--- src/rtl/sp_sram_be_if.sv ---
// Bus bundle for the byte-enable single-port SRAM.
//   master : drives chip select, write strobe, address, byte enables,
//            write data and the clear request; receives read data,
//            read-valid strobe and busy flag.
//   slave  : the SRAM side of the same signals.
interface sp_sram_be_if #(
  parameter int ADDR_W     = 4,
  parameter int DATA_WIDTH = 16
);
  localparam int BE_W = DATA_WIDTH / 8;

  logic                  iCsn;
  logic                  iWrn;
  logic [ADDR_W-1:0]     iAddr;
  logic [BE_W-1:0]       iBen;
  logic [DATA_WIDTH-1:0] iWrDt;
  logic                  iClr;
  logic [DATA_WIDTH-1:0] oRdDt;
  logic                  oRdVld;
  logic                  oBusy;

  modport master (
    output iCsn, iWrn, iAddr, iBen, iWrDt, iClr,
    input  oRdDt, oRdVld, oBusy
  );

  modport slave (
    input  iCsn, iWrn, iAddr, iBen, iWrDt, iClr,
    output oRdDt, oRdVld, oBusy
  );
endinterface

--- src/rtl/sp_sram_be.sv ---
// Single-port SRAM model with byte-enable writes, 1- or 2-cycle read
// latency, optional write-through of the merged word and a clear
// sequencer that zeroes the array one word per cycle.
// Ports:
//   iClk  - rising-edge clock
//   iRsn  - asynchronous active-low reset (control and output regs only;
//           the array itself is never reset)
//   bus   - sp_sram_be_if.slave: iCsn/iWrn/iAddr/iBen/iWrDt/iClr in,
//           oRdDt/oRdVld/oBusy out
module sp_sram_be #(
  parameter int SRAM_DEPTH = 16,
  parameter int DATA_WIDTH = 16,
  parameter int RD_LATENCY = 1,
  parameter int RDW_MODE   = 0,
  parameter int CLR_ON_RST = 1
) (
  input  logic        iClk,
  input  logic        iRsn,
  sp_sram_be_if.slave bus
);
  localparam int ADDR_W = (SRAM_DEPTH > 2) ? $clog2(SRAM_DEPTH) : 1;
  localparam int BE_W   = DATA_WIDTH / 8;
  localparam logic [ADDR_W-1:0] LAST_ADDR = ADDR_W'(SRAM_DEPTH - 1);

  typedef enum logic {ST_IDLE, ST_CLEAR} state_e;

  state_e                state_q;
  logic [ADDR_W-1:0]     cnt_q;
  logic [DATA_WIDTH-1:0] mem_q [SRAM_DEPTH];

  logic                  idle;
  logic                  acc;
  logic                  in_range;
  logic [DATA_WIDTH-1:0] rd_word;
  logic [DATA_WIDTH-1:0] wr_merged;
  logic                  mem_we;
  logic [ADDR_W-1:0]     mem_waddr;
  logic [DATA_WIDTH-1:0] mem_wdata;

  logic                  rd_vld_p0;
  logic [DATA_WIDTH-1:0] rd_dt_p0;
  logic                  out_vld_in;
  logic [DATA_WIDTH-1:0] out_dt_in;
  logic                  rd_vld_d, rd_vld_q;
  logic [DATA_WIDTH-1:0] rd_dt_d, rd_dt_q;

  // Clear sequencer: one zero-write per cycle from address 0 up to the
  // last word, then back to IDLE with the counter parked at 0.
  always_ff @(posedge iClk or negedge iRsn) begin
    if (!iRsn) begin
      state_q <= (CLR_ON_RST != 0) ? ST_CLEAR : ST_IDLE;
      cnt_q   <= '0;
    end else begin
      case (state_q)
        ST_IDLE: begin
          if (bus.iClr) state_q <= ST_CLEAR;
        end
        ST_CLEAR: begin
          if (cnt_q == LAST_ADDR) begin
            state_q <= ST_IDLE;
            cnt_q   <= '0;
          end else begin
            cnt_q <= cnt_q + ADDR_W'(1);
          end
        end
        default: state_q <= ST_IDLE;
      endcase
    end
  end

  assign idle     = (state_q == ST_IDLE);
  assign acc      = idle && !bus.iCsn;
  assign in_range = (32'(bus.iAddr) < 32'(SRAM_DEPTH));
  assign rd_word  = in_range ? mem_q[bus.iAddr] : '0;

  always_comb begin
    wr_merged = rd_word;
    for (int b = 0; b < BE_W; b++) begin
      if (bus.iBen[b]) wr_merged[8*b +: 8] = bus.iWrDt[8*b +: 8];
    end
  end

  // The clear sequencer owns the write port while busy.
  always_comb begin
    mem_we    = 1'b0;
    mem_waddr = bus.iAddr;
    mem_wdata = wr_merged;
    if (!idle) begin
      mem_we    = 1'b1;
      mem_waddr = cnt_q;
      mem_wdata = '0;
    end else if (acc && !bus.iWrn && in_range) begin
      mem_we = 1'b1;
    end
  end

  // Array storage: no reset; writes are held off while reset is asserted
  // so words not yet re-cleared keep their contents.
  always_ff @(posedge iClk) begin
    if (iRsn && mem_we) mem_q[mem_waddr] <= mem_wdata;
  end

  // ---- stage p0: request decode, read word or merged write word ----
  assign rd_vld_p0 = acc && (bus.iWrn || (RDW_MODE != 0));
  assign rd_dt_p0  = in_range ? (bus.iWrn ? rd_word : wr_merged) : '0;

  generate
    if (RD_LATENCY == 2) begin : g_lat2
      logic                  rd_vld_p1_q;
      logic [DATA_WIDTH-1:0] rd_dt_p1_q;

      // ---- stage p1: extra output register, drains regardless of busy ----
      always_ff @(posedge iClk or negedge iRsn) begin
        if (!iRsn) rd_vld_p1_q <= 1'b0;
        else       rd_vld_p1_q <= rd_vld_p0;
      end

      always_ff @(posedge iClk) begin
        if (rd_vld_p0) rd_dt_p1_q <= rd_dt_p0;
      end

      assign out_vld_in = rd_vld_p1_q;
      assign out_dt_in  = rd_dt_p1_q;
    end else begin : g_lat1
      assign out_vld_in = rd_vld_p0;
      assign out_dt_in  = rd_dt_p0;
    end
  endgenerate

  // ---- output stage: data holds between strobes ----
  always_comb begin
    rd_vld_d = out_vld_in;
    rd_dt_d  = out_vld_in ? out_dt_in : rd_dt_q;
  end

  always_ff @(posedge iClk or negedge iRsn) begin
    if (!iRsn) begin
      rd_vld_q <= 1'b0;
      rd_dt_q  <= '0;
    end else begin
      rd_vld_q <= rd_vld_d;
      rd_dt_q  <= rd_dt_d;
    end
  end

  assign bus.oRdDt  = rd_dt_q;
  assign bus.oRdVld = rd_vld_q;
  assign bus.oBusy  = !idle;
endmodule
--- src/flat_wrapper.sv ---
// flat-port wrapper written by rule: the top's interface ports become plain ports
module sp_sram_be_flat 
#(
  parameter int SRAM_DEPTH = 16,
  parameter int DATA_WIDTH = 16,
  parameter int RD_LATENCY = 1,
  parameter int RDW_MODE   = 0,
  parameter int CLR_ON_RST = 1
)
  (iClk, iRsn, bus_iCsn, bus_iWrn, bus_iAddr, bus_iBen, bus_iWrDt, bus_iClr, bus_oRdDt, bus_oRdVld, bus_oBusy);
  sp_sram_be_if #(.DATA_WIDTH(DATA_WIDTH)) bus_i ();
  input  logic iClk;
  input  logic iRsn;
  input wire logic [$bits(bus_i.iCsn)-1:0] bus_iCsn;
  input wire logic [$bits(bus_i.iWrn)-1:0] bus_iWrn;
  input wire logic [$bits(bus_i.iAddr)-1:0] bus_iAddr;
  input wire logic [$bits(bus_i.iBen)-1:0] bus_iBen;
  input wire logic [$bits(bus_i.iWrDt)-1:0] bus_iWrDt;
  input wire logic [$bits(bus_i.iClr)-1:0] bus_iClr;
  output wire logic [$bits(bus_i.oRdDt)-1:0] bus_oRdDt;
  output wire logic [$bits(bus_i.oRdVld)-1:0] bus_oRdVld;
  output wire logic [$bits(bus_i.oBusy)-1:0] bus_oBusy;
  assign bus_i.iCsn = bus_iCsn;
  assign bus_i.iWrn = bus_iWrn;
  assign bus_i.iAddr = bus_iAddr;
  assign bus_i.iBen = bus_iBen;
  assign bus_i.iWrDt = bus_iWrDt;
  assign bus_i.iClr = bus_iClr;
  assign bus_oRdDt = bus_i.oRdDt;
  assign bus_oRdVld = bus_i.oRdVld;
  assign bus_oBusy = bus_i.oBusy;
  sp_sram_be #(.SRAM_DEPTH(SRAM_DEPTH), .DATA_WIDTH(DATA_WIDTH), .RD_LATENCY(RD_LATENCY), .RDW_MODE(RDW_MODE), .CLR_ON_RST(CLR_ON_RST)) u_core (.iClk(iClk), .iRsn(iRsn), .bus(bus_i));
endmodule
--- config.mk ---
export PLATFORM = sky130hd
export DESIGN_NAME = sp_sram_be_flat
export DESIGN_NICKNAME = d
export VERILOG_FILES = /design/src/rtl/sp_sram_be_if.sv /design/src/rtl/sp_sram_be.sv /design/src/flat_wrapper.sv
export SDC_FILE = /design/constraint.sdc
export NUM_CORES = 1
export LEC_CHECK = 0
export ABC_AREA = 0
export CORE_MARGIN = 3
export CORE_UTILIZATION = 40
export DETAILED_ROUTE_END_ITERATION = 10
export SETUP_SLACK_MARGIN = 0.2
export SLEW_MARGIN = 20
export SYNTH_ARGS = -nofsm -noshare
export SYNTH_HDL_FRONTEND = slang
export SYNTH_SLANG_ARGS = --single-unit
--- constraint.sdc ---
create_clock -name iClk -period 3.4 [get_ports iClk]
set_clock_uncertainty 0.1 [all_clocks]
set_input_delay 0.34 -clock iClk [delete_from_list [all_inputs] [get_ports iClk]]
set_output_delay 0.34 -clock iClk [all_outputs]
set_load 0.02 [all_outputs]
## Word level (Yosys, flattened, before mapping)

Memory sizes are Yosys's and may differ from the RTL's.
Index checks and enable logic that the tools add are counted.

| word-level totals | value |
|---|---|
| RAM bits | 256 |
| memories | 1 |
| register bits | 22 |
| output and inout bits | 18 |
| bits of input ports | 27 |

Memory list:

| name | depth | width | read ports | clocked after Yosys merged registers in | wr ports | RTL line | source |
|---|---|---|---|---|---|---|---|
| u_core.mem_q | 16 | 16 | 1 | 0 | 1 | sp_sram_be.sv:29 | `logic [DATA_WIDTH-1:0] mem_q [SRAM_DEPTH];` |

| operators by class | value |
|---|---|
| reduce and logical (&&, ||, !) cells | 6 |
| add/subtract/negate cells | 1 |
| bitwise gates (word level) | 1 |
| equal/unequal tests | 1 |
| multiplexer cells | 13 |

Operators with widths:

| cell | number |
|---|---|
| $mux 16 | 2 |
| $mux 8 | 2 |
| $mux 4 | 2 |
| $mux 1 | 6 |
| $add 4x1->4 const B | 1 |
| $eq 4x4->1 const B | 1 |
| $logic_and 1x1->1 | 4 |
| $logic_not 1->1 | 2 |
| $pmux 1 s2 | 1 |
| $not 1->1 | 1 |

## Depth between registers and ports, before layout

Gate-level depths: netlist of the first run.

| depth | value |
|---|---|
| depth in word-level cells | 8 |
| depth in mapped cells | 8 |

## Worst setup path after synthesis of the first run

Ideal clock, no wire load.

| timing path | value |
|---|---|
| kind | register to register |
| start | reg u_core.state_q (netlist: u_core.bus.oBusy) |
| end | mem u_core.mem_q[2][0] (enable) |
| arrival | 2255 ps |
| stages on the path, launching flop included | 6 |
| setup slack | 656 ps |
| clock period less this slack | 2744 ps |
| buffers on the path | 1 |
| setup time | 388 ps |
| cells stage by stage | dfstp_2 -> buf_2 -> or4b_2 -> a21boi_0 -> nand2_1 -> nor2_1 |

| on the way | value |
|---|---|
| cells in the longest elaborated chain, start to end | 8 |
| elaborated cells on any way between the ends | 9 |

Ends and longest elaborated chain:

| item | RTL line | source |
|---|---|---|
| start: declaration | sp_sram_be.sv:27 | `state_e state_q;` |
| start signal: assignment | sp_sram_be.sv:51 | `state_q <= (CLR_ON_RST != 0) ? ST_CLEAR : ST_IDLE;` |
| $not 1->1 | sp_sram_be.sv:71 | `assign idle = (state_q == ST_IDLE);` |
| $logic_and 1x1->1 | sp_sram_be.sv:72 | `assign acc = idle && !bus.iCsn;` |
| $logic_and 1x1->1 | sp_sram_be.sv:92 | `end else if (acc && !bus.iWrn && in_range) begin` |
| $mux 1 | sp_sram_be.sv:92 |  |
| $mux 1 | sp_sram_be.sv:88 | `if (!idle) begin` |
| $logic_and 1x1->1 | sp_sram_be.sv:100 | `if (iRsn && mem_we) mem_q[mem_waddr] <= mem_wdata;` |
| $mux 1 | sp_sram_be.sv:100 |  |
| $mux 1 (implied by the code) | sp_sram_be.sv:100 |  |
| end: declaration | sp_sram_be.sv:29 |  |

Parallel ways exist; a longest one is shown, timed or not.

## Worst setup path in the final report of the first run

| timing path | value |
|---|---|
| start | in bus_iAddr[1] |
| end | mem u_core.mem_q[2][13] (enable) |

| on the way | value |
|---|---|
| cells in the longest elaborated chain, start to end | 1 |

Ends and longest elaborated chain:

| item | RTL line | source |
|---|---|---|
| start: declaration | flat_wrapper.sv:16 | `input wire logic [$bits(bus_i.iAddr)-1:0] bus_iAddr;` |
| $mux 4 | sp_sram_be.sv:88 |  |

Every way passes these cells.

==> flow_summary.json, run 1 <==
{
  "cap_viol_max_count": 0,
  "cts_num_sinks": 278,
  "post_cts_buffers": 0,
  "dieWidth_um": 172,
  "cts_max_path_buffers": 3,
  "syn_inst": 637,
  "synth_top_cell_by_area": "edfxtp_1",
  "avgSynthCellArea_um2": 17.4,
  "die_area_um2": 29700,
  "grt_pass1_wl_mm": 40.5,
  "endpoint": "u_core.mem_q[2][13]$_DFFE_PP_",
  "start_util_pct": 40.9,
  "antenna_left": 0,
  "ys_top_cells_by_area": "edfxtp_1 70%, mux2i_1 8.8%, dfrtp_1 4.8%, mux4_2 3.3%, nor2_1 1.7%",
  "period_minus_slack_ns": 2.66,
  "clk_latency_ns": 0.53,
  "syn-cell-area_um2": 11100,
  "status": "finished, final reports clean",
  "die_h_um": 172,
  "async_flop_share_pct": 7.91,
  "drive_above_1_share_pct": 19.9,
  "synth-adder-area-share_pct": 0.113,
  "p_per_area_nw_per_um2": 692,
  "dominantRegCellSynth": "edfxtp_1",
  "crit_fanout": 13,
  "cp-start-kind": "primary input",
  "worstRegToRegCells": 5,
  "critPathCaptureType": "register",
  "fin_crit_sh_pct": 78.1,
  "path_clk_slew_ns": 0.06,
  "n_antenna_cell": 0,
  "dp_cells": 1066,
  "final_max_slew_viol_count": 0,
  "synth_edf_count": 256,
  "fmax_mhz": 376,
  "gp_congestion": 0.867,
  "io_pins": 45,
  "seq_area_frac_synth_pct": 74.5,
  "reg2reg_slack_ns": 0.93,
  "ys_warn_count": 0,
  "dp_slack_ns": -0.0452,
  "drt_pass1_iterations": 7,
  "vias": 6284,
  "ir_drop_v": 0.000439,
  "grt_start_max_net_pins": 34,
  "grt_setup_unrepaired": "false",
  "crit_start": "bus_iAddr[1]",
  "total_power_mw": 9.21,
  "synth_nets": 665,
  "cts_tree": "built",
  "path_class": "in -> reg",
  "avgRoutedWirePerCell_um": 24.0,
  "fin_ws_ns": 0.744,
  "drc": 0,
  "holdWs_ns": 0.0478,
  "slew_headroom_pct": 40.3,
  "worst_pin_slew_ns": 0.894,
  "finalSetupViolations": 0,
  "worstHoldPathType": "in -> async",
  "grt_antenna_before_repair": 0,
  "track_usage_pct": 18.5,
  "dp.final_hpwl_mm": 17.9,
  "core_area_um2": 27000,
  "rr_startpoint": "u_core.bus.oBusy$_DFF_PN1_",
  "required_ns": 3.52,
  "cts_buffers": 28,
  "num_rows": 60,
  "cp.arrival_ns": 2.77,
  "root_buffer": "clkbuf_16",
  "synth_top_family_by_area": "multiplexers",
  "vias_per_cell": 5.62,
  "totalWireLength_mm": 26.9,
  "cts-resized-gates": 0,
  "drt-initial-drc-count": 636,
  "instances_no_fill": 1118,
  "syn2layout_area_growth_pct": 20.3,
  "place_area_um2": 12400,
  "port-buffer-count": 44,
  "fin_area_um2": 13300,
  "num-nets-final": 783,
  "synth_top_area_share_pct": 69.5,
  "synth-xor-area-share_pct": 0.0792,
  "muxShareOfSynthArea_pct": 12.2,
  "grt_pass1_vias": 6537,
  "power_leakage_nw": 4.84,
  "grt_overflow": 0,
  "hold_violations": 0,
  "r2r-end": "u_core.mem_q[13][0]$_DFFE_PP_",
  "synth-simple-area-share_pct": 3.43,
  "holdBufCountCts": 0,
  "ys_types": 41,
  "htree_levels": 1,
  "synth_compound_area_share_pct": 7.22,
  "ys_ff_latch": 278
}
critical path, cell delays in order:
cell and delay [ns]:
clkdlybuf4s50_1 0.65, buf_4 0.30, or4b_2 0.60, a21boi_0 0.25
nand2_1 0.15, nor2_1 0.20, buf_4 0.29
sequential cells by signal (all words and copies together), names as in the netlist:
name	count
u_core.bus.oBusy	1
u_core.bus.oRdDt	16
u_core.bus.oRdVld	1
u_core.cnt_q	4
u_core.mem_q	256
cell type report:
class / instances / area (µm²)
clock inverters: 21 / 209
flip-flops and latches: 278 / 8240
clock buffers: 31 / 733
inverters: 7 / 26.3
fillers: 2226 / 13700
multi-input cells: 313 / 2580
repair buffers: 127 / 1080
well taps: 341 / 427
metal layers:
layer | vias up | global-route usage (%) | routed length [µm]
met5 | - | 0 | 0
met3 | 48 | 2.29 | 1420
li1 | 2793 | - | -
met1 | 3224 | 25.1 | 11200
met2 | 219 | 31.4 | 13500
met4 | 0 | 5.66 | 712
power breakdown:
group          internal [mW]  total (mW)  leakage [nW]  switching, mW
Sequential              4.34        4.53          2.66          0.180
Clock                   1.85        3.09         0.451           1.24
Combinational          0.592        1.59          1.73           1.00
worst min path at each step:
stage | from | endpoint | slack (ns)
after floorplan | iRsn | u_core.bus.oRdDt[0]$_DFFE_PN0P_ | -0.06
after global placement | u_core.bus.oRdDt[14]$_DFFE_PN0P_ | u_core.bus.oRdDt[14]$_DFFE_PN0P_ | 0.37
after detailed placement | u_core.bus.oRdDt[9]$_DFFE_PN0P_ | u_core.bus.oRdDt[9]$_DFFE_PN0P_ | 0.38
after CTS | iRsn | u_core.bus.oRdDt[1]$_DFFE_PN0P_ | 0.03
after global routing | iRsn | u_core.bus.oRdDt[1]$_DFFE_PN0P_ | 0.05
final | iRsn | u_core.bus.oRdDt[1]$_DFFE_PN0P_ | 0.05
metrics by stage:
step	utilization (%)	setup TNS (ns)
CTS	49.2	0
finish	49.2	0
detailed placement	45.7	-0.718
global placement	45.6	0
global route	49.2	0
floorplan	-	0
logic make-up (layout without fill, tap and decap cells):
group | Yosys count | count (layout)
AOI/OAI and AO/OA | 107 | 107
buffers and inverters | 46 | 186
and+or+nand+nor | 89 | 89
DFF | 278 | 278
muxes | 115 | 115
adders and majority gates | 1 | 1
xor gates and xnor gates | 1 | 1
synth_stat cells, types with 3 or more instances:
master       n
edfxtp_1   256
mux2i_1     97
nor2_1      49
nand2_1     22
dfrtp_1     21
o21ai_0     20
a21oi_1     17
a211oi_1    16
a222oi_1    16
clkbuf_1    16
mux4_2      16
a221o_1     13
a2bb2oi_1   13
buf_2        8
inv_1        6
buf_6        5
a31oi_1      4
buf_1        4
nand2b_1     4
nor2b_1      4
a221oi_1     3
a22oi_1      3
layout by cell type, fill, tap and decap left out, types with 3 or more instances in the layout:
cell and count:
inv_1 6, a221o_1 13, buf_4 82, o21ai_0 20
a221oi_1 3, nor2_2 3, a211oi_1 12, clkinv_1 10
nand2_1 22, mux4_2 16, a31oi_1 4, clkinv_2 3
mux2i_1 97, a211oi_2 4, clkdlybuf4s50_1 42, a2bb2oi_1 13
nor2_1 46, bufinv_16 4, dfrtp_1 21, a21oi_1 17
clkinvlp_4 3, a222oi_1 16, clkbuf_16 29, edfxtp_1 256
nand2b_1 4, a22oi_1 3, nor2b_1 3
(Power assumes the default switching activity.)
==> inputs of run 2 (changes only) <==
Clock period 3.4 ns to 2.72 ns, I/O delays scaled along.
==> flow_summary.json, run 2 (same netlist as run 1, synthesis figures left out) <==
{
  "status": "finished, final reports clean",
  "finish.utilization_pct": 49.9,
  "power_leakage_nw": 4.94,
  "required_ns": 2.85,
  "total_power_mw": 11.6,
  "p_per_area_nw_per_um2": 863,
  "cts_max_path_buffers": 3,
  "cap_viol_max_count": 0,
  "layout_commonest_cell": "edfxtp_1",
  "cts_num_sinks": 278,
  "nFillCells": 2231,
  "cts-resized-gates": 0,
  "totalWireLength_mm": 27.2,
  "p_comb_share_pct": 18.1,
  "worst_path_most_repeated_cell": "buf_4",
  "fin_crit_sh_pct": 88.4,
  "fin_ws_ns": 0.316,
  "crit_fanout": 11,
  "switching_power_mw": 3.04,
  "cp-start-kind": "register",
  "io_pins": 45,
  "use_met3_pct": 3.34,
  "num_rows": 60,
  "swShare_pct": 26.1,
  "worstSetupPathDepth": 6,
  "instances_no_fill": 1131,
  "n_antenna_cell": 0,
  "htree_levels": 1,
  "num-nets-final": 796,
  "grt_overflow": 0,
  "place_area_um2": 12500,
  "gr-usage-met1_pct": 24.2,
  "path_class": "reg -> reg",
  "cp_num_buf_inv": 2,
  "start_util_pct": 40.9,
  "drc": 0,
  "gp_congestion": 0.859,
  "path_clk_slew_ns": 0.06,
  "reg2reg_slack_ns": 0.32,
  "drt-initial-drc-count": 545,
  "endpoint": "u_core.mem_q[6][1]$_DFFE_PP_",
  "crit_family": "simple AND/OR/NAND/NOR gates",
  "worst_pin_slew_ns": 0.680,
  "grt_antenna_before_repair": 0,
  "r2r-end": "u_core.mem_q[6][1]$_DFFE_PP_",
  "drt_pass1_iterations": 6,
  "top_usage_layer": "met2",
  "grt_use_met2_pct": 32.5,
  "hold_violations": 0,
  "power_frac_seq_pct": 48.5,
  "grt_setup_unrepaired": "true",
  "drive_above_1_share_pct": 21.0,
  "slew_headroom_pct": 54.7,
  "cts_tree": "built",
  "holdWs_ns": 0.0169,
  "worstRegToRegCells": 6,
  "worstHoldPathType": "in -> async",
  "vias": 6307,
  "critPathCaptureType": "register",
  "die_area_um2": 29700,
  "grt_pass1_vias": 6618,
  "grt_start_max_net_pins": 34,
  "dp.final_hpwl_mm": 18.3,
  "post_cts_buffers": 0,
  "largest_reg_flops": 256,
  "cp_slowest_stage_delay_ns": 0.64,
  "dp_cells": 1079,
  "rr_startpoint": "u_core.bus.oBusy$_DFF_PN1_",
  "final_max_slew_viol_count": 0,
  "finalSetupViolations": 0,
  "final_cell_mix": "256 x edfxtp_1, 97 x mux2i_1, 85 x buf_4",
  "die_h_um": 172,
  "root_buffer": "clkbuf_16",
  "syn2layout_area_growth_pct": 21.9,
  "port-buffer-count": 44,
  "pwr-share-clk_pct": 33.4,
  "cp_cell_sequence": "or4b_2 > a21boi_0 > buf_4 > nand2_1 > nor2_2 > buf_4",
  "core_area_um2": 27000,
  "crit_start": "u_core.bus.oBusy$_DFF_PN1_",
  "antenna_left": 0,
  "dieWidth_um": 172,
  "ir_drop_v": 0.000355,
  "vias_per_cell": 5.58,
  "p_int_mw": 8.60,
  "grt_pass1_wl_mm": 41.0,
  "dp_slack_ns": -0.0811,
  "cp_slowest_cell": "or4b_2",
  "clk_latency_ns": 0.55,
  "cts_buffers": 28,
  "avgRoutedWirePerCell_um": 24.1,
  "fmax_mhz": 416,
  "track_usage_pct": 18.7,
  "holdBufCountCts": 0,
  "largest_register": "u_core.mem_q",
  "period_minus_slack_ns": 2.40,
  "cp.arrival_ns": 2.53,
  "final.setup.tns_ns": 0,
  "fin_area_um2": 13500
}
==> run 2: power by group through the flow <==
stage	Combinational (mW)	Sequential (mW)	Clock [mW]
2_1_floorplan	0.939	5.80	0
3_3_place_gp	2.06	5.70	0
3_5_place_dp	2.12	5.72	0
4_1_cts	2.12	5.64	3.97
5_1_grt	2.28	5.69	4.11
6_report	2.11	5.64	3.89
==> run 2: layout make-up <==
cell class | count | area (µm²) | area share [%]
clock buffer | 40 | 766 | 5.68
timing repair buffer | 140 | 1290 | 9.54
inverter | 7 | 26.3 | 0.195
multi-input combinational | 313 | 2560 | 19.0
sequential | 278 | 8240 | 61.1
tap | 341 | 427 | 3.17
clock inverter | 12 | 171 | 1.27
==> run 2: per-layer routing <==
metal / share of wire, % / vias to the layer above
met5: 0 / -
met3: 6.1 / 43
met4: 2.2 / 0
li1: - / 2816
met1: 40 / 3229
met2: 52 / 219
==> run 2: worst min path at each step <==
stage                                       endpoint  slack [ns]  cells after the start
finish              u_core.bus.oRdDt[14]$_DFFE_PN0P_        0.02                      2
global route        u_core.bus.oRdDt[14]$_DFFE_PN0P_        0.02                      2
CTS                 u_core.bus.oRdDt[14]$_DFFE_PN0P_       0.004                      2
detailed placement   u_core.bus.oRdDt[0]$_DFFE_PN0P_        0.38                      2
global placement     u_core.bus.oRdDt[0]$_DFFE_PN0P_        0.37                      2
floorplan            u_core.bus.oRdDt[0]$_DFFE_PN0P_       -0.12                      0
